--- src/rtl/sqb_pkg.sv ---
// sqb_pkg: shared types and helpers for stack_queue_buffer.
//   sqb_mode_e : run-time buffer behaviour (LIFO stack or FIFO queue).
//   next_ptr   : circular pointer increment for any depth, including depths
//                that are not powers of two.
package sqb_pkg;

  typedef enum logic {
    MODE_LIFO = 1'b0,
    MODE_FIFO = 1'b1
  } sqb_mode_e;

  // Advance a ring pointer, wrapping from depth-1 back to 0.
  function automatic logic [31:0] next_ptr(input logic [31:0] ptr, input logic [31:0] depth);
    return (ptr == depth - 32'd1) ? 32'd0 : ptr + 32'd1;
  endfunction

endpackage

--- src/rtl/sqb_occupancy_counter.sv ---
// sqb_occupancy_counter: registered occupancy count plus its status flags.
// The flags are computed from the next count and registered together with
// it, so none of them lags the count.
// Ports:
//   clk, reset        clock, asynchronous active-low reset
//   inc, dec          accepted push / accepted pop strobes
//   count             occupancy, 0..DEPTH
//   full, empty       count == DEPTH / count == 0
//   almost_full       count >= AF_LEVEL
module sqb_occupancy_counter #(
  parameter int DEPTH    = 8,
  parameter int AF_LEVEL = DEPTH - 1
) (
  input  logic                           clk,
  input  logic                           reset,
  input  logic                           inc,
  input  logic                           dec,
  output logic [$clog2(DEPTH+1)-1:0]     count,
  output logic                           full,
  output logic                           empty,
  output logic                           almost_full
);

  localparam int CNT_W = $clog2(DEPTH + 1);
  localparam logic [CNT_W-1:0] DEPTH_CNT = CNT_W'(DEPTH);
  localparam logic [CNT_W-1:0] AF_CNT    = CNT_W'(AF_LEVEL);
  localparam logic             AF_RST    = (AF_LEVEL == 0);

  logic [CNT_W-1:0] count_q, count_d;
  logic             full_q, empty_q, af_q;

  always_comb begin
    count_d = count_q;
    case ({inc, dec})
      2'b10:   count_d = count_q + CNT_W'(1);
      2'b01:   count_d = count_q - CNT_W'(1);
      default: count_d = count_q;
    endcase
  end

  always_ff @(posedge clk or negedge reset) begin
    if (!reset) begin
      count_q <= '0;
      full_q  <= 1'b0;
      empty_q <= 1'b1;
      af_q    <= AF_RST;
    end else begin
      count_q <= count_d;
      full_q  <= (count_d == DEPTH_CNT);
      empty_q <= (count_d == '0);
      af_q    <= (count_d >= AF_CNT);
    end
  end

  assign count       = count_q;
  assign full        = full_q;
  assign empty       = empty_q;
  assign almost_full = af_q;

endmodule

--- src/rtl/stack_queue_buffer.sv ---
// stack_queue_buffer: single-clock storage buffer usable as a LIFO stack or
// a FIFO queue, selected at run time while the buffer is idle and empty.
// Optional feature macro: SQB_ERR_FLAGS_EN enables sticky overflow/underflow
// flags; without it both flags are tied low and err_clr is ignored.
// Ports:
//   clk, reset      clock, asynchronous active-low reset
//   mode            0 = LIFO, 1 = FIFO; sampled only while empty and idle
//   push, push_data level-sensitive write request and its data
//   pop             level-sensitive read request
//   pop_data        registered read data, holds between pops
//   pop_valid       one-cycle pulse after each accepted pop
//   count           occupancy 0..DEPTH
//   full, empty, almost_full   status flags derived from count
//   overflow, underflow        sticky error flags
//   err_clr         synchronous clear of the error flags
//
// Handshake: push/pop are requests held by the producer/consumer. A pop is
// accepted when the buffer is not empty; a push is accepted when the buffer
// is not full, or when it is full but a pop is accepted in the same cycle.
// Exactly one entry moves per accepted request per cycle; a rejected request
// changes nothing and must simply be held until accepted.
module stack_queue_buffer
  import sqb_pkg::*;
#(
  parameter int DATA_W   = 8,
  parameter int DEPTH    = 8,
  parameter int AF_LEVEL = DEPTH - 1
) (
  input  logic                         clk,
  input  logic                         reset,
  input  logic                         mode,
  input  logic                         push,
  input  logic [DATA_W-1:0]            push_data,
  input  logic                         pop,
  output logic [DATA_W-1:0]            pop_data,
  output logic                         pop_valid,
  output logic [$clog2(DEPTH+1)-1:0]   count,
  output logic                         full,
  output logic                         empty,
  output logic                         almost_full,
  output logic                         overflow,
  output logic                         underflow,
  input  logic                         err_clr
);

  localparam int CNT_W = $clog2(DEPTH + 1);
  localparam int PTR_W = $clog2(DEPTH);

  logic              push_acc, pop_acc, idle;
  sqb_mode_e         mode_q, mode_d;
  logic [CNT_W-1:0]  sp_q, sp_d, sp_m1;
  logic [PTR_W-1:0]  wr_ptr_q, wr_ptr_d, rd_ptr_q, rd_ptr_d;
  logic [PTR_W-1:0]  lifo_top, lifo_wr, rd_idx, wr_idx;
  logic [DATA_W-1:0] mem [DEPTH];
  logic [DATA_W-1:0] pop_data_q;
  logic              pop_valid_q;

  assign pop_acc  = pop & ~empty;
  assign push_acc = push & (~full | pop_acc);
  // Mode is only re-sampled when nothing is stored and nothing is arriving,
  // so a mode change can never reinterpret existing contents.
  assign idle     = empty & ~push;

  sqb_occupancy_counter #(
    .DEPTH    (DEPTH),
    .AF_LEVEL (AF_LEVEL)
  ) u_occupancy (
    .clk         (clk),
    .reset       (reset),
    .inc         (push_acc),
    .dec         (pop_acc),
    .count       (count),
    .full        (full),
    .empty       (empty),
    .almost_full (almost_full)
  );

  // LIFO addressing: the top entry lives at sp-1. A combined push+pop
  // replaces the top in place, so the write goes to sp-1 instead of sp.
  assign sp_m1    = sp_q - CNT_W'(1);
  assign lifo_top = PTR_W'(sp_m1);
  assign lifo_wr  = (push_acc & pop_acc) ? lifo_top : PTR_W'(sp_q);
  assign rd_idx   = (mode_q == MODE_FIFO) ? rd_ptr_q : lifo_top;
  assign wr_idx   = (mode_q == MODE_FIFO) ? wr_ptr_q : lifo_wr;

  always_comb begin
    mode_d   = mode_q;
    sp_d     = sp_q;
    wr_ptr_d = wr_ptr_q;
    rd_ptr_d = rd_ptr_q;
    if (idle) begin
      mode_d   = sqb_mode_e'(mode);
      sp_d     = '0;
      wr_ptr_d = '0;
      rd_ptr_d = '0;
    end else if (mode_q == MODE_LIFO) begin
      if (push_acc & ~pop_acc)      sp_d = sp_q + CNT_W'(1);
      else if (pop_acc & ~push_acc) sp_d = sp_m1;
    end else begin
      if (push_acc) wr_ptr_d = PTR_W'(next_ptr(32'(wr_ptr_q), DEPTH));
      if (pop_acc)  rd_ptr_d = PTR_W'(next_ptr(32'(rd_ptr_q), DEPTH));
    end
  end

  always_ff @(posedge clk or negedge reset) begin
    if (!reset) begin
      mode_q      <= MODE_LIFO;
      sp_q        <= '0;
      wr_ptr_q    <= '0;
      rd_ptr_q    <= '0;
      pop_data_q  <= '0;
      pop_valid_q <= 1'b0;
    end else begin
      mode_q      <= mode_d;
      sp_q        <= sp_d;
      wr_ptr_q    <= wr_ptr_d;
      rd_ptr_q    <= rd_ptr_d;
      pop_valid_q <= pop_acc;
      if (pop_acc) pop_data_q <= mem[rd_idx];
    end
  end

  // Storage is deliberately not reset; contents are only meaningful below count.
  always_ff @(posedge clk) begin
    if (push_acc) mem[wr_idx] <= push_data;
  end

  assign pop_data  = pop_data_q;
  assign pop_valid = pop_valid_q;

`ifdef SQB_ERR_FLAGS_EN
  logic overflow_q, underflow_q;

  // err_clr wins over a new error in the same cycle.
  always_ff @(posedge clk or negedge reset) begin
    if (!reset) begin
      overflow_q  <= 1'b0;
      underflow_q <= 1'b0;
    end else if (err_clr) begin
      overflow_q  <= 1'b0;
      underflow_q <= 1'b0;
    end else begin
      if (push & ~push_acc) overflow_q  <= 1'b1;
      if (pop & ~pop_acc)   underflow_q <= 1'b1;
    end
  end

  assign overflow  = overflow_q;
  assign underflow = underflow_q;
`else
  logic unused_err_clr;
  assign unused_err_clr = err_clr;
  assign overflow       = 1'b0;
  assign underflow      = 1'b0;
`endif

endmodule

--- config.mk ---
export PLATFORM = sky130hd
export DESIGN_NAME = stack_queue_buffer
export DESIGN_NICKNAME = d
export VERILOG_FILES = /design/src/rtl/sqb_pkg.sv /design/src/rtl/sqb_occupancy_counter.sv /design/src/rtl/stack_queue_buffer.sv
export SDC_FILE = /design/constraint.sdc
export NUM_CORES = 1
export LEC_CHECK = 0
export ABC_AREA = 1
export BUFFER_PORTS_ARGS = -buffer_cell sky130_fd_sc_hd__buf_2
export CAP_MARGIN = 20
export CELL_PAD_IN_SITES_DETAIL_PLACEMENT = 1
export CELL_PAD_IN_SITES_GLOBAL_PLACEMENT = 2
export CORE_UTILIZATION = 35
export DETAILED_ROUTE_END_ITERATION = 8
export PLACE_DENSITY_LB_ADDON = 0.1
export SETUP_SLACK_MARGIN = 0.1
export SYNTH_ARGS = -nofsm -noshare
export SYNTH_HDL_FRONTEND = slang
export SYNTH_SLANG_ARGS = --single-unit
export TNS_END_PERCENT = 30
--- constraint.sdc ---
create_clock -name clk -period 2.5 [get_ports clk]
set_input_delay 0.125 -clock clk [delete_from_list [all_inputs] [get_ports clk]]
set_output_delay 0.125 -clock clk [all_outputs]
set_load 0.01 [all_outputs]
Word level (Yosys, flattened, before mapping)
Memory sizes are Yosys's and may differ from the RTL's. A register that Yosys moved wholly into a read port is not among the register bits.
Index checks and enable logic that the tools add are counted.
{"block": "word_totals", "ff_bits": 19, "latch_bits": 0, "mem_bits_rw": 64, "mem_bits_ro": 0, "in_bits": 14, "word_cells": 62, "n_memories": 1}
{"memory": "mem", "depth": 8, "width": 8, "read_ports": 1, "rd_clocked_by_memory_dff": 1, "wr": 1, "line": "stack_queue_buffer.sv:54", "source": "logic [DATA_W-1:0] mem [DEPTH];"}
{"block": "classes", "n_addsub": 6, "n_mul": 0, "div_mod_pow": 0, "n_lt_le_gt_ge": 1, "n_eq_ne": 6, "shifts": 0, "mux": 18, "n_bitwise": 12, "n_reduce_logical": 9}
{"op": "3-bit two-way mux", "n": 11}
{"op": "4-bit two-way mux", "n": 4}
{"op": "4-bit by 1-bit adder with 4-bit output, second input constant", "n": 2}
{"op": "4-bit one-hot mux with 2 select lines", "n": 1}
{"op": "4-bit by 1-bit subtractor with 4-bit output, second input constant", "n": 2}
{"op": "3-bit by 1-bit adder with 3-bit output, second input constant", "n": 2}
{"op": "1-bit bitwise AND", "n": 6}
{"op": "3-bit == test, second input constant", "n": 2}
{"op": "2-bit AND reduction", "n": 3}
{"op": "2-bit nonzero test", "n": 3}
{"op": "1-bit inverter", "n": 5}
{"op": "4-bit == test, second input constant", "n": 1}
{"op": "4-bit by 3-bit greater-or-equal comparator with 1-bit output, second input constant", "n": 1}
{"op": "4-bit logical NOT", "n": 1}
{"op": "3-bit nonzero test", "n": 1}
{"op": "2-bit by 1-bit == test with 1-bit output, second input constant", "n": 1}
{"op": "2-bit == test, second input constant", "n": 1}
{"op": "1-bit two-way mux", "n": 2}
{"op": "2-bit inequality test, second input constant", "n": 1}
{"op": "1-bit logical NOT", "n": 1}
{"op": "1-bit OR", "n": 1}

Longest topological paths before layout
Gate-level depths: netlist (run 1).
{"block": "logic_depth", "depth_word": 10, "depth_mapped": 16}

Cells and area by module
Synthesis (run 1) repeated with hierarchy kept, for this count alone.
{"block": "hier_totals", "hier_cells": 436, "hier_area_um2": 4406.7}
{"mod": "stack_queue_buffer", "instances": 1, "cells_each": 380, "area_each_um2": 3966.3, "seq_area_each_um2": 2397.3}
{"mod": "sqb_occupancy_counter", "instances": 1, "cells_each": 56, "area_each_um2": 440.4, "seq_area_each_um2": 176.4}

Least setup slack after synthesis (run 1)
OpenSTA, ideal clock, no wires.
{"block": "synth_timing", "path_kind": "reg-to-reg", "from": "register u_occupancy.empty_q, in the netlist u_occupancy.empty", "to": "memory mem[1][0] (enable)", "setup_time_ps": 370, "arrival_time_ps": 2173, "required_time_ps": 2130, "path_slack_ps": -44, "stages_incl_launch_ff": 12, "path_buffers": 2, "path_cell_list": "dfstp_2 -> inv_1 -> nand2_1 -> clkbuf_8 -> inv_1 -> buf_6 -> ha_1 -> xnor2_1 -> nand2_1 -> o21ai_0 -> or2_1 -> nor2_1"}
{"block": "synth_via", "elab_chain_cells": 7, "elab_cells_between_ends": 9, "cone_classes": "mux: 4; bitwise: 5"}
{"item": "start: declaration", "line": "sqb_occupancy_counter.sv:30", "source": "logic full_q, empty_q, af_q;"}
{"item": "start signal: assignment", "line": "sqb_occupancy_counter.sv:50", "source": "empty_q <= (count_d == '0);"}
{"item": "1-bit inverter (*)", "line": "stack_queue_buffer.sv:58", "source": "assign pop_acc = pop & ~empty;"}
{"item": "1-bit bitwise AND (*)", "line": "stack_queue_buffer.sv:58"}
{"item": "via pop_acc", "line": "stack_queue_buffer.sv:49", "source": "logic push_acc, pop_acc, idle;"}
{"item": "1-bit OR", "line": "stack_queue_buffer.sv:59", "source": "assign push_acc = push & (~full | pop_acc);"}
{"item": "1-bit bitwise AND", "line": "stack_queue_buffer.sv:59"}
{"item": "1-bit bitwise AND", "line": "stack_queue_buffer.sv:82", "source": "assign lifo_wr = (push_acc & pop_acc) ? lifo_top : PTR_W'(sp_q);"}
{"item": "3-bit two-way mux", "line": "stack_queue_buffer.sv:82"}
{"item": "3-bit two-way mux", "line": "stack_queue_buffer.sv:84", "source": "assign wr_idx = (mode_q == MODE_FIFO) ? wr_ptr_q : lifo_wr;"}
{"item": "end: declaration", "line": "stack_queue_buffer.sv:54"}
Mark *: on every way through the listed nets, which the timed path passes. The rest lies on a longest branch.

Worst setup path in the final report (run 1)
{"block": "layout_timing", "from": "register u_occupancy.empty_q, in the netlist u_occupancy.empty", "to": "register u_occupancy.empty_q, in the netlist u_occupancy.empty"}
{"block": "layout_via", "elab_chain_cells": 7, "elab_cells_between_ends": 8, "cone_classes": "eq/ne: 2; mux: 1; bitwise: 4; reduce/logical: 1"}
{"item": "1-bit inverter (*)", "line": "stack_queue_buffer.sv:58"}
{"item": "1-bit bitwise AND (*)", "line": "stack_queue_buffer.sv:58"}
{"item": "1-bit OR", "line": "stack_queue_buffer.sv:59"}
{"item": "1-bit bitwise AND", "line": "stack_queue_buffer.sv:59"}
{"item": "2-bit by 1-bit == test with 1-bit output / 2-bit == test (equally long branches)", "line": "sqb_occupancy_counter.sv:34", "source": "case ({inc, dec})"}
{"item": "4-bit one-hot mux with 2 select lines (*)", "line": "sqb_occupancy_counter.sv:34"}
{"item": "via u_occupancy.count_d[1]", "line": "sqb_occupancy_counter.sv:29", "source": "logic [CNT_W-1:0] count_q, count_d;"}
{"item": "4-bit logical NOT (*)", "line": "sqb_occupancy_counter.sv:50"}
Marked as above.
A chain may end at the register's enable or synchronous reset.

==> insert_results.sql, run 1 <==
INSERT INTO impl_metrics (metric_group, metric, value, unit) VALUES
('outcome', 'run_status', 'finished, final reports clean', ''),
('power', 'ir_drop', '0.596', 'mV'),
('global_route', 'grtUsageMet1', '23.8', '%'),
('floorplan', 'row_count', '40', ''),
('logic_synthesis', 'ys_top_cells_by_area', 'sky130_fd_sc_hd__edfxtp_1, sky130_fd_sc_hd__dfrtp_1, sky130_fd_sc_hd__nand2_1, sky130_fd_sc_hd__nand3_1, sky130_fd_sc_hd__inv_1', ''),
('power', 'switching_share', '41.7', '%'),
('critical_path', 'r2r_start', 'u_occupancy.empty$_DFF_PN1_', ''),
('min_path', 'hold_class', 'input port to flip-flop', ''),
('power', 'share_of_total_power_in_sequential_cells', '34.4', '%'),
('logic_synthesis', 'synthesis.instances', '444', ''),
('critical_path', 'r2r-end', 'u_occupancy.empty$_DFF_PN1_', ''),
('sta', 'setup_viol', '0', ''),
('sta', 'finalHoldViolations', '0', ''),
('sta', 'timing_worst_slew_pin_value', '0.643', 'ns'),
('floorplan', 'fp.dieW', '113', 'µm'),
('logic_synthesis', 'synth.distinct_cells', '34', ''),
('cts', 'clk_root_buffer_cell', 'sky130_fd_sc_hd__clkbuf_16', ''),
('global_route', 'met2_grt_util', '28.4', '%'),
('floorplan', 'placeableCoreArea', '12000', 'µm²'),
('logic_synthesis', 'synth_seq_area_share', '60.1', '%'),
('cells_and_area', 'n_fill_cell', '1365', ''),
('power', 'pwr_density_cell', '1320', 'nW/µm²'),
('sta', 'fin_hold_ws', '0.0581', 'ns'),
('cts', 'h-tree-depth', '3', ''),
('min_path', 'hold_path_startpoint', 'push_data[0]', ''),
('floorplan', 'fp.dieArea', '12700', 'µm²'),
('place', 'detailed_place_hpwl', '6650', 'µm'),
('logic_synthesis', 'post_synth_instance_area', '4280', 'µm²'),
('cells_and_area', 'finalNetCount', '514', ''),
('critical_path', 'critPathCaptureType', 'flip-flop', ''),
('routing', 'first_pass_iters', '6', ''),
('cts', 'cts_clock_pin_slew_for_the_worst_setup_and_hold_paths', '0.07', 'ns'),
('logic_synthesis', 'syn_area_per_cell', '9.64', 'µm²'),
('cts', 'tritoncts', 'built', ''),
('cells_and_area', 'num_antenna_cells', '0', ''),
('sta', 'final.min_clock_period', '2.21', 'ns'),
('sta', 'slew_violations', '0', ''),
('global_route', 'groute.usage.overall', '17.8', '%'),
('floorplan', 'ioPinCount', '32', ''),
('global_route', 'most_congested_layer_reported_by_global_routing', 'met2', ''),
('cts', 'clock-sinks', '90', ''),
('global_route', 'grt_pass1_vias', '3039', ''),
('sta', 'setup-tns-final', '0', 'ns'),
('global_route', 'initial_antenna_violation_count', '0', ''),
('logic_synthesis', 'number_of_flip_flops_and_latches_in_the_synthesized_netlist', '90', ''),
('global_route', 'grt_remaining_overflow', '0', ''),
('global_route', 'wire_length_of_the_first_global_routing_pass', '16600', 'µm'),
('critical_path', 'crit_path_max_fanout', '7', ''),
('cells_and_area', 'area_delta_synth_final', '16.5', '%'),
('cts', 'ctsLongestPathBuffers', '2', ''),
('global_route', 'grt_max_degree', '33', ''),
('power', 'comb_power_share', '44.8', '%'),
('critical_path', 'worstPathRequired', '2.78', 'ns'),
('logic_synthesis', 'ys_warn_count', '0', ''),
('cts', 'postCtsSetupRepairBufs', '0', ''),
('power', 'power.leakage', '2.35', 'nW'),
('critical_path', 'critical_path_slowest_stage_cell', 'sky130_fd_sc_hd__dfstp_2', ''),
('logic_synthesis', 'synth_largest_area_cell', 'sky130_fd_sc_hd__edfxtp_1', ''),
('floorplan', 'die-height', '113', 'µm'),
('global_route', 'global_route.usage.met3', '4.59', '%'),
('cts', 'cts-buffers-inserted', '9', ''),
('cells_and_area', 'final_layout_size_suffix_gt1_share', '16.6', '%'),
('critical_path', 'worst-r2r-cell-count', '13', ''),
('logic_synthesis', 'ys_dominant_reg_cell', 'sky130_fd_sc_hd__edfxtp_1', ''),
('logic_synthesis', 'synth-async-reset-ratio', '28.9', '%'),
('routing', 'drt.antenna.violating_nets', '0', ''),
('power', 'clock_power_share', '20.8', '%'),
('critical_path', 'critical_path.max_stage_delay', '0.53', 'ns'),
('place', 'gp_congestion', '0.733', ''),
('routing', 'detail_route.wl_per_cell', '15.8', 'µm'),
('sta', 'grt_setup_unrepaired', 'true', '');
==> sequential cells by signal, indices dropped and copies added (netlist names), 3 cells and up <==
register	count
u_occupancy.count	4
wr_ptr_q	3
mem	64
sp_q	3
pop_data	8
rd_ptr_q	3
==> kinds of logic after synthesis <==
kind of cell               count (synthesis)  synth area share, %
other                                      1               0.0876
and+or+nand+nor                          219                 22.2
xor gates and xnor gates                   6                 1.23
AOI/OAI and AO/OA                         19                 2.83
adders and majority gates                 11                 3.21
buffers and inverters                     98                 10.3
DFF                                       90                 60.1
==> cell usage after synthesis, types with 2 or more instances <==
cell	number
sky130_fd_sc_hd__o211ai_1	2
sky130_fd_sc_hd__xnor2_1	4
sky130_fd_sc_hd__edfxtp_1	64
sky130_fd_sc_hd__dfrtp_1	25
sky130_fd_sc_hd__ha_1	11
sky130_fd_sc_hd__clkbuf_8	2
sky130_fd_sc_hd__nand3_1	73
sky130_fd_sc_hd__xor2_1	2
sky130_fd_sc_hd__or2_2	2
sky130_fd_sc_hd__buf_2	3
sky130_fd_sc_hd__o21ai_0	9
sky130_fd_sc_hd__inv_1	81
sky130_fd_sc_hd__nor2_1	16
sky130_fd_sc_hd__nand2_1	121
sky130_fd_sc_hd__buf_6	3
sky130_fd_sc_hd__a21oi_1	4
sky130_fd_sc_hd__buf_4	5
==> power by group through the flow <==
stage / clock network, mW / logic [mW] / registers, mW
CTS: 1.43 / 3.00 / 2.28
global placement: 0 / 2.93 / 2.29
detailed placement: 0 / 2.99 / 2.30
floorplan: 0 / 2.05 / 2.29
finish: 1.37 / 2.95 / 2.27
global route: 1.47 / 3.38 / 2.32
==> area by class of cell <==
class / instances / area, µm² / share of cell area, %
Timing Repair Buffer: 46 / 308 / 6.17
Clock buffer: 9 / 225 / 4.52
Clock inverter: 7 / 72.6 / 1.46
Sequential cell: 90 / 2570 / 51.6
Multi-Input combinational cell: 257 / 1300 / 26.0
Tap cell: 147 / 184 / 3.69
Inverter: 85 / 327 / 6.55
==> routing by layer <==
layer	part of all wire (%)	routed length, µm	vias to the layer above
met5	0	0	-
met4	0.95	96	0
met3	2.9	289	7
met2	48	4860	33
met1	48	4860	1437
li1	-	-	1498
==> cell usage in the layout, fill, tap and decap left out, drive strengths merged <==
cell / count
nand2: 122
inv: 87
nand3: 74
edfxtp: 64
buf: 44
dfrtp: 25
nor2: 17
o21ai: 11
ha: 11
clkbuf: 9
a21oi: 5
xnor2: 4
or2: 4
clkinv: 3
xor2: 2
o211ai: 2
conb: 2
dlygate4sd3: 2
and2: 1
o31ai: 1
nand4: 1
clkinvlp: 1
bufinv: 1
dfstp: 1
==> how the worst max path moves through the flow <==
stage | depth (start not counted) | to | slack (ns) | start
6_report | 13 | u_occupancy.empty$_DFF_PN1_ | 0.29 | u_occupancy.empty$_DFF_PN1_
5_1_grt | 13 | u_occupancy.empty$_DFF_PN1_ | 0.09 | u_occupancy.empty$_DFF_PN1_
4_1_cts | 10 | mem[3][2]$_DFFE_PP_ | 0.16 | u_occupancy.empty$_DFF_PN1_
3_3_place_gp | 10 | mem[5][0]$_DFFE_PP_ | 0.26 | u_occupancy.empty$_DFF_PN1_
2_1_floorplan | 11 | mem[0][0]$_DFFE_PP_ | 0.05 | u_occupancy.empty$_DFF_PN1_
3_5_place_dp | 10 | mem[3][0]$_DFFE_PP_ | 0.19 | u_occupancy.empty$_DFF_PN1_
==> worst max-delay path: cells and delay by family (launching register included) <==
| family | cells | cell delay [ns] |
|---|---|---|
| buffers and inverters | 3 | 0.31 |
| DFF | 1 | 0.53 |
| and+or+nand+nor | 8 | 0.82 |
| adders and majority gates | 2 | 0.48 |
==> stage by stage <==
step | utilization [%] | cells | setup WS [ns] | power [mW] | area [µm²]
after global placement | 38.8 | 623 | 0.264 | 5.22 | 4640
after detailed placement | 38.8 | 623 | 0.189 | 5.30 | 4640
after CTS | 41.4 | 641 | 0.161 | 6.70 | 4960
final | 41.7 | 641 | 0.289 | 6.59 | 4990
after global routing | 41.7 | 641 | 0.0858 | 7.17 | 4990
after floorplan | - | 445 | 0.0532 | 4.34 | 4300
==> repair_timing <==
item                                    in CTS  in global routing
endpoints found under the setup margin       0                 62
gates resized for setup                      0                 10
hold endpoints to repair                    26                  0
hold buffers                                 2                  0
No activity file was read; power rests on OpenSTA's default activity.
==> run 2: changes to the inputs <==
--- a/config.mk
+++ b/config.mk
@@ -13,6 +13,7 @@
 export CORE_UTILIZATION = 35
 export DETAILED_ROUTE_END_ITERATION = 8
 export PLACE_DENSITY_LB_ADDON = 0.1
+export REMOVE_ABC_BUFFERS = 1
 export SETUP_SLACK_MARGIN = 0.1
 export SYNTH_ARGS = -nofsm -noshare
 export SYNTH_HDL_FRONTEND = slang
==> insert_results.sql, run 2 (same netlist as run 1, synthesis figures left out) <==
INSERT INTO impl_metrics (metric_group, metric, value, unit) VALUES
('outcome', 'run_status', 'finished, violations left', ''),
('outcome', 'failed_checks', 'design-rule violations', ''),
('sta', 'slew_violations', '0', ''),
('floorplan', 'fp.dieArea', '12700', 'µm²'),
('sta', 'finalHoldViolations', '0', ''),
('routing', 'first_pass_iters', '6', ''),
('sta', 'final.min_clock_period', '2.24', 'ns'),
('min_path', 'hold_class', 'input port to flip-flop', ''),
('cts', 'h-tree-depth', '3', ''),
('sta', 'relative_slew_slack', '50.7', '%'),
('routing', 'drt_iter0_drc', '102', ''),
('cts', 'cts-buffers-inserted', '9', ''),
('routing', 'detailroute.via_count', '3057', ''),
('cells_and_area', 'commonest_non_fill_non_tap_cells_in_the_layout', 'sky130_fd_sc_hd__nand2_1, sky130_fd_sc_hd__inv_1, sky130_fd_sc_hd__nand3_1', ''),
('cells_and_area', 'final_layout_size_suffix_gt1_share', '15.4', '%'),
('place', 'pre_cts_slack', '0.230', 'ns'),
('sta', 'grt_setup_unrepaired', 'true', ''),
('power', 'ir_drop', '0.694', 'mV'),
('global_route', 'grt_remaining_overflow', '0', ''),
('routing', 'wl_final', '10400', 'µm'),
('global_route', 'wire_length_of_the_first_global_routing_pass', '16800', 'µm'),
('cells_and_area', 'final_design_area_no_fill', '4970', 'µm²'),
('cts', 'clock_latency_on_the_worst_skew_pair', '0.34', 'ns'),
('cells_and_area', 'finalNetCount', '515', ''),
('place', 'placement.io_buffers', '28', ''),
('sta', 'setup_viol', '0', ''),
('cells_and_area', 'mostFrequentLayoutCell', 'sky130_fd_sc_hd__nand2_1', ''),
('cts', 'postCtsSetupRepairBufs', '0', ''),
('sta', 'setup_ws', '0.263', 'ns'),
('floorplan', 'initial_util', '35.8', '%'),
('global_route', 'grt_max_degree', '33', ''),
('global_route', 'groute.usage.overall', '18.0', '%'),
('cts', 'ctsLongestPathBuffers', '2', ''),
('critical_path', 'timing.critical_path.arrival', '2.28', 'ns'),
('routing', 'drt.antenna.violating_nets', '0', ''),
('power', 'power.leakage', '2.34', 'nW'),
('floorplan', 'row_count', '40', ''),
('sta', 'layout_worst_path_cycle_share', '89.5', '%'),
('place', 'dpl_cell_area', '4660', 'µm²'),
('routing', 'detail_route.wl_per_cell', '16.2', 'µm'),
('cts', 'cts_clock_pin_slew_for_the_worst_setup_and_hold_paths', '0.07', 'ns'),
('floorplan', 'ioPinCount', '32', ''),
('place', 'detailed_place_hpwl', '6640', 'µm'),
('critical_path', 'path_class', 'flip-flop to flip-flop', ''),
('critical_path', 'crit_path_max_fanout', '8', ''),
('cts', 'clock-sinks', '90', ''),
('cells_and_area', 'number_of_flip_flops_under_the_largest_register_name', '64', ''),
('routing', 'vias_per_cell', '4.76', ''),
('critical_path', 'critPathCaptureType', 'flip-flop', ''),
('sta', 'timing.clock.skew', '0.00473', 'ns'),
('cells_and_area', 'area_delta_synth_final', '16.1', '%'),
('cells_and_area', 'regMostFlops', 'mem', ''),
('cells_and_area', 'num_antenna_cells', '0', ''),
('routing', 'post-route-drc-count', '1', ''),
('sta', 'max_freq', '0.447', 'GHz'),
('sta', 'timing_worst_slew_pin_value', '0.740', 'ns'),
('critical_path', 'worst_setup_path_start_kind', 'flip-flop', ''),
('floorplan', 'placeableCoreArea', '12000', 'µm²'),
('floorplan', 'die-height', '113', 'µm'),
('power', 'pwr_density_cell', '1310', 'nW/µm²'),
('run', 'drv.max_cap_violation_count', '0', ''),
('critical_path', 'worstPathRequired', '2.55', 'ns'),
('cts', 'tritoncts', 'built', ''),
('floorplan', 'fp.dieW', '113', 'µm'),
('cts', 'clk_root_buffer_cell', 'sky130_fd_sc_hd__clkbuf_16', ''),
('global_route', 'grt_pass1_vias', '3069', ''),
('place', 'gp_congestion', '0.732', ''),
('global_route', 'initial_antenna_violation_count', '0', '');
run 2: final timing paths:
kind | from | endpoint | slack, ns | depth (start not counted)
setup reg to reg | u_occupancy.empty$_DFF_PN1_ | mem[5][0]$_DFFE_PP_ | 0.26 | 10
hold / removal | push_data[3] | mem[4][3]$_DFFE_PP_ | 0.06 | 1
setup / recovery | u_occupancy.empty$_DFF_PN1_ | mem[5][0]$_DFFE_PP_ | 0.26 | 10
max in group asynchronous | reset | u_occupancy.full$_DFF_PN0_ | 1.64 | 2
hold reg to reg | pop_data[6]$_DFFE_PN0P_ | pop_data[6]$_DFFE_PN0P_ | 0.47 | 2
min in group asynchronous | reset | pop_data[0]$_DFFE_PN0P_ | 0.38 | 2
run 2: final cells by class:
type / count / area [µm²]
timing repair buffer: 47 / 329
tap: 147 / 184
sequential: 90 / 2570
fill: 1378 / 6990
clock buffer: 9 / 225
clock inverter: 7 / 52.6
inverter: 85 / 327
multi-input combinational: 257 / 1280
run 2: worst max-delay path, stage by stage (launching register included):
cell and delay (ns):
sky130_fd_sc_hd__dfstp_2 0.53, sky130_fd_sc_hd__inv_1 0.04, sky130_fd_sc_hd__nand2_1 0.10, sky130_fd_sc_hd__inv_1 0.09, sky130_fd_sc_hd__ha_1 0.27, sky130_fd_sc_hd__xnor2_1 0.15
sky130_fd_sc_hd__nand2_1 0.06, sky130_fd_sc_hd__o21ai_0 0.08, sky130_fd_sc_hd__or2_1 0.28, sky130_fd_sc_hd__nor2_1 0.12, sky130_fd_sc_hd__buf_4 0.21
run 2: repair_timing:
action                                 in CTS  in global routing
setup endpoints to repair                   0                 29
resized for setup                           0                  4
hold buffers                                2                  0
endpoints found under the hold margin      26                  0
run 2: through the flow:
| step | setup TNS [ns] | std cells | util [%] | hold slack (ns) | total power, mW |
|---|---|---|---|---|---|
| after floorplan | -3.94 | 432 | - | -0.171 | 4.14 |
| after global placement | 0 | 624 | 39.0 | 0.220 | 5.27 |
| after detailed placement | 0 | 624 | 39.0 | 0.224 | 5.32 |
| after CTS | 0 | 642 | 41.5 | 0.0386 | 6.63 |
| after global routing | 0 | 642 | 41.5 | 0.0617 | 7.07 |
| final | 0 | 642 | 41.5 | 0.0552 | 6.53 |
run 2: where the power goes:
part | total, mW | internal [mW] | switching [mW] | leakage, nW
combinational | 2.98 | 1.04 | 1.94 | 1.31
clock | 1.30 | 0.683 | 0.614 | 0.132
sequential | 2.25 | 2.03 | 0.221 | 0.899
run 2: routing by layer:
layer  part of all wire, %  track usage, %  vias to the layer above
li1                      -               -                     1510
met1                    50            24.9                     1500
met2                    46            28.2                       36
met3                   2.2            3.08                       11
met4                   1.7            6.76                        0
met5                     0               0                        -
==> run 3: changes to the inputs <==
--- a/config.mk
+++ b/config.mk
@@ -13,6 +13,7 @@
 export CORE_UTILIZATION = 35
 export DETAILED_ROUTE_END_ITERATION = 8
 export PLACE_DENSITY_LB_ADDON = 0.1
+export RECOVER_POWER = 100
 export REMOVE_ABC_BUFFERS = 1
 export SETUP_SLACK_MARGIN = 0.1
 export SYNTH_ARGS = -nofsm -noshare
==> insert_results.sql, run 3 (same netlist as run 1, synthesis figures left out) <==
INSERT INTO impl_metrics (metric_group, metric, value, unit) VALUES
('outcome', 'run_status', 'finished, violations left', ''),
('outcome', 'failed_checks', 'max-capacitance violations, max-slew violations', ''),
('global_route', 'groute.usage.overall', '18.0', '%'),
('cts', 'tritoncts', 'built', ''),
('power', 'power.leakage', '2.25', 'nW'),
('floorplan', 'row_count', '40', ''),
('cells_and_area', 'commonest_non_fill_non_tap_cells_in_the_layout', 'sky130_fd_sc_hd__nand2_1, sky130_fd_sc_hd__inv_1, sky130_fd_sc_hd__nand3_1', ''),
('floorplan', 'fp.dieW', '113', 'µm'),
('critical_path', 'worst_setup_path_start_kind', 'flip-flop', ''),
('sta', 'timing.clock.skew', '0.00475', 'ns'),
('routing', 'detail_route.wl_per_cell', '16.2', 'µm'),
('sta', 'max_freq', '0.437', 'GHz'),
('cells_and_area', 'final_layout_size_suffix_gt1_share', '9.49', '%'),
('sta', 'layout_worst_path_cycle_share', '91.5', '%'),
('global_route', 'initial_antenna_violation_count', '0', ''),
('critical_path', 'timing.critical_path.arrival', '2.33', 'ns'),
('cells_and_area', 'area_delta_synth_final', '14.6', '%'),
('routing', 'drt_iter0_drc', '84', ''),
('global_route', 'wire_length_of_the_first_global_routing_pass', '16800', 'µm'),
('floorplan', 'ioPinCount', '32', ''),
('routing', 'drt.antenna.violating_nets', '0', ''),
('global_route', 'grt_max_degree', '33', ''),
('routing', 'vias_per_cell', '4.76', ''),
('critical_path', 'crit_path_max_fanout', '8', ''),
('cells_and_area', 'mostFrequentLayoutCell', 'sky130_fd_sc_hd__nand2_1', ''),
('place', 'placement.io_buffers', '28', ''),
('critical_path', 'worstPathRequired', '2.54', 'ns'),
('min_path', 'hold_class', 'input port to flip-flop', ''),
('run', 'drv.max_cap_violation_count', '1', ''),
('floorplan', 'die-height', '113', 'µm'),
('cts', 'cts_clock_pin_slew_for_the_worst_setup_and_hold_paths', '0.07', 'ns'),
('floorplan', 'initial_util', '35.8', '%'),
('critical_path', 'family_with_the_most_delay_on_the_worst_path', 'simple AND/OR/NAND/NOR gates', ''),
('cells_and_area', 'final_cells', '642', ''),
('routing', 'first_pass_iters', '4', ''),
('routing', 'wl_final', '10400', 'µm'),
('cts', 'clock-sinks', '90', ''),
('routing', 'detailroute.via_count', '3054', ''),
('place', 'detailed_place_hpwl', '6640', 'µm'),
('global_route', 'grt_remaining_overflow', '0', ''),
('global_route', 'grt_pass1_vias', '3069', ''),
('place', 'gp_congestion', '0.732', ''),
('sta', 'final.min_clock_period', '2.29', 'ns'),
('sta', 'timing_worst_slew_pin_value', '1.81', 'ns'),
('routing', 'post-route-drc-count', '0', ''),
('floorplan', 'fp.dieArea', '12700', 'µm²'),
('cts', 'postCtsSetupRepairBufs', '0', ''),
('critical_path', 'critical_path_slowest_stage_cell', 'sky130_fd_sc_hd__dfstp_2', ''),
('cells_and_area', 'n_fill_cell', '1395', ''),
('sta', 'finalHoldViolations', '0', ''),
('cells_and_area', 'num_antenna_cells', '0', ''),
('critical_path', 'critical_path.max_stage_delay', '0.53', 'ns'),
('critical_path', 'critPathCaptureType', 'flip-flop', ''),
('cts', 'cts-buffers-inserted', '9', ''),
('critical_path', 'path_class', 'flip-flop to flip-flop', ''),
('cts', 'clk_root_buffer_cell', 'sky130_fd_sc_hd__clkbuf_16', ''),
('power', 'ir_drop', '0.689', 'mV'),
('power', 'pwr_density_cell', '1310', 'nW/µm²'),
('floorplan', 'placeableCoreArea', '12000', 'µm²'),
('sta', 'relative_slew_slack', '-20.4', '%'),
('cts', 'ctsLongestPathBuffers', '2', ''),
('cells_and_area', 'number_of_flip_flops_under_the_largest_register_name', '64', ''),
('critical_path', 'crit_chain', 'inv_1 -> nand2_1 -> inv_1 -> ha_1 -> xnor2_1 -> nand2_1 -> o21ai_0 -> or2_0 -> nor2_1 -> clkbuf_4', ''),
('sta', 'grt_setup_unrepaired', 'true', ''),
('cells_and_area', 'regMostFlops', 'mem', ''),
('cells_and_area', 'finalNetCount', '515', ''),
('cts', 'clock_latency_on_the_worst_skew_pair', '0.34', 'ns'),
('cts', 'h-tree-depth', '3', ''),
('critical_path', 'worstPathBufferInverterCount', '3', ''),
('power', 'power.total', '6.43', 'mW'),
('sta', 'setup_viol', '0', ''),
('place', 'place.detailed.instances', '624', ''),
('sta', 'slew_violations', '27', '');
-- run 3: changes by cell type in the layout (fill, tap and decap cells not counted), moves of 2 or more --
cell | before | now
sky130_fd_sc_hd__buf_2 | 28 | 3
sky130_fd_sc_hd__buf_4 | 13 | 6
sky130_fd_sc_hd__clkbuf_1 | 0 | 28
sky130_fd_sc_hd__clkbuf_2 | 0 | 2
sky130_fd_sc_hd__clkbuf_4 | 0 | 3
-- run 3: worst register-to-register path: stages (launching register included) --
cell	delay (ns)
sky130_fd_sc_hd__dfstp_2	0.53
sky130_fd_sc_hd__inv_1	0.04
sky130_fd_sc_hd__nand2_1	0.10
sky130_fd_sc_hd__inv_1	0.09
sky130_fd_sc_hd__ha_1	0.28
sky130_fd_sc_hd__xnor2_1	0.15
sky130_fd_sc_hd__nand2_1	0.06
sky130_fd_sc_hd__o21ai_0	0.09
sky130_fd_sc_hd__or2_0	0.28
sky130_fd_sc_hd__nor2_1	0.13
sky130_fd_sc_hd__clkbuf_4	0.24
-- run 3: per-stage QoR --
step	setup WS (ns)	util, %	area (µm²)	TNS (ns)	hold slack [ns]
final	0.213	41.0	4910	0	0.0939
after global placement	0.273	39.0	4660	0	0.220
after global routing	0.0362	41.0	4910	0	0.141
after floorplan	-0.116	-	4170	-3.94	-0.171
after CTS	0.200	41.5	4960	0	0.0386
after detailed placement	0.230	39.0	4660	0	0.224
-- run 3: final timing paths --
path	end	from	cells after the start	slack, ns
max reg2reg	mem[5][0]$_DFFE_PP_	u_occupancy.empty$_DFF_PN1_	10	0.21
max	mem[5][0]$_DFFE_PP_	u_occupancy.empty$_DFF_PN1_	10	0.21
min	mode_q$_DFFE_PN0P_	push	4	0.09
max in group asynchronous	wr_ptr_q[1]$_DFFE_PN0P_	reset	2	0.65
min reg2reg	pop_data[6]$_DFFE_PN0P_	pop_data[6]$_DFFE_PN0P_	2	0.48
min in group asynchronous	pop_data[0]$_DFFE_PN0P_	reset	2	0.81
-- run 3: layout make-up --
type                            instances  area, µm²  share of cell area (%)
Timing Repair Buffer                   47        269                    5.48
Clock inverter                          7       52.6                    1.07
Inverter                               85        327                    6.65
Tap cell                              147        184                    3.75
Multi-Input combinational cell        257       1280                    26.0
Clock buffer                            9        225                    4.59
Sequential cell                        90       2570                    52.4
-- run 3: routing by layer --
metal	global-route usage [%]	part of all wire [%]	vias up
met2	28.2	46	33
li1	-	-	1510
met5	0	0	-
met3	3.08	2.2	13
met4	6.76	1.8	0
met1	24.9	50	1498
-- run 3: power by group --
part / total, mW / switching (mW) / internal [mW] / leakage, nW
sequential: 2.26 / 0.227 / 2.03 / 0.899
clock: 1.30 / 0.615 / 0.683 / 0.132
combinational: 2.88 / 1.93 / 0.947 / 1.22
total: 6.43 / 2.77 / 3.66 / 2.25
-- run 3: timing repair --
action | CTS | global route
endpoints found under the hold margin | 26 | 0
gates resized for setup | 0 | 4
hold buffers | 2 | 0
endpoints found under the setup margin | 0 | 29
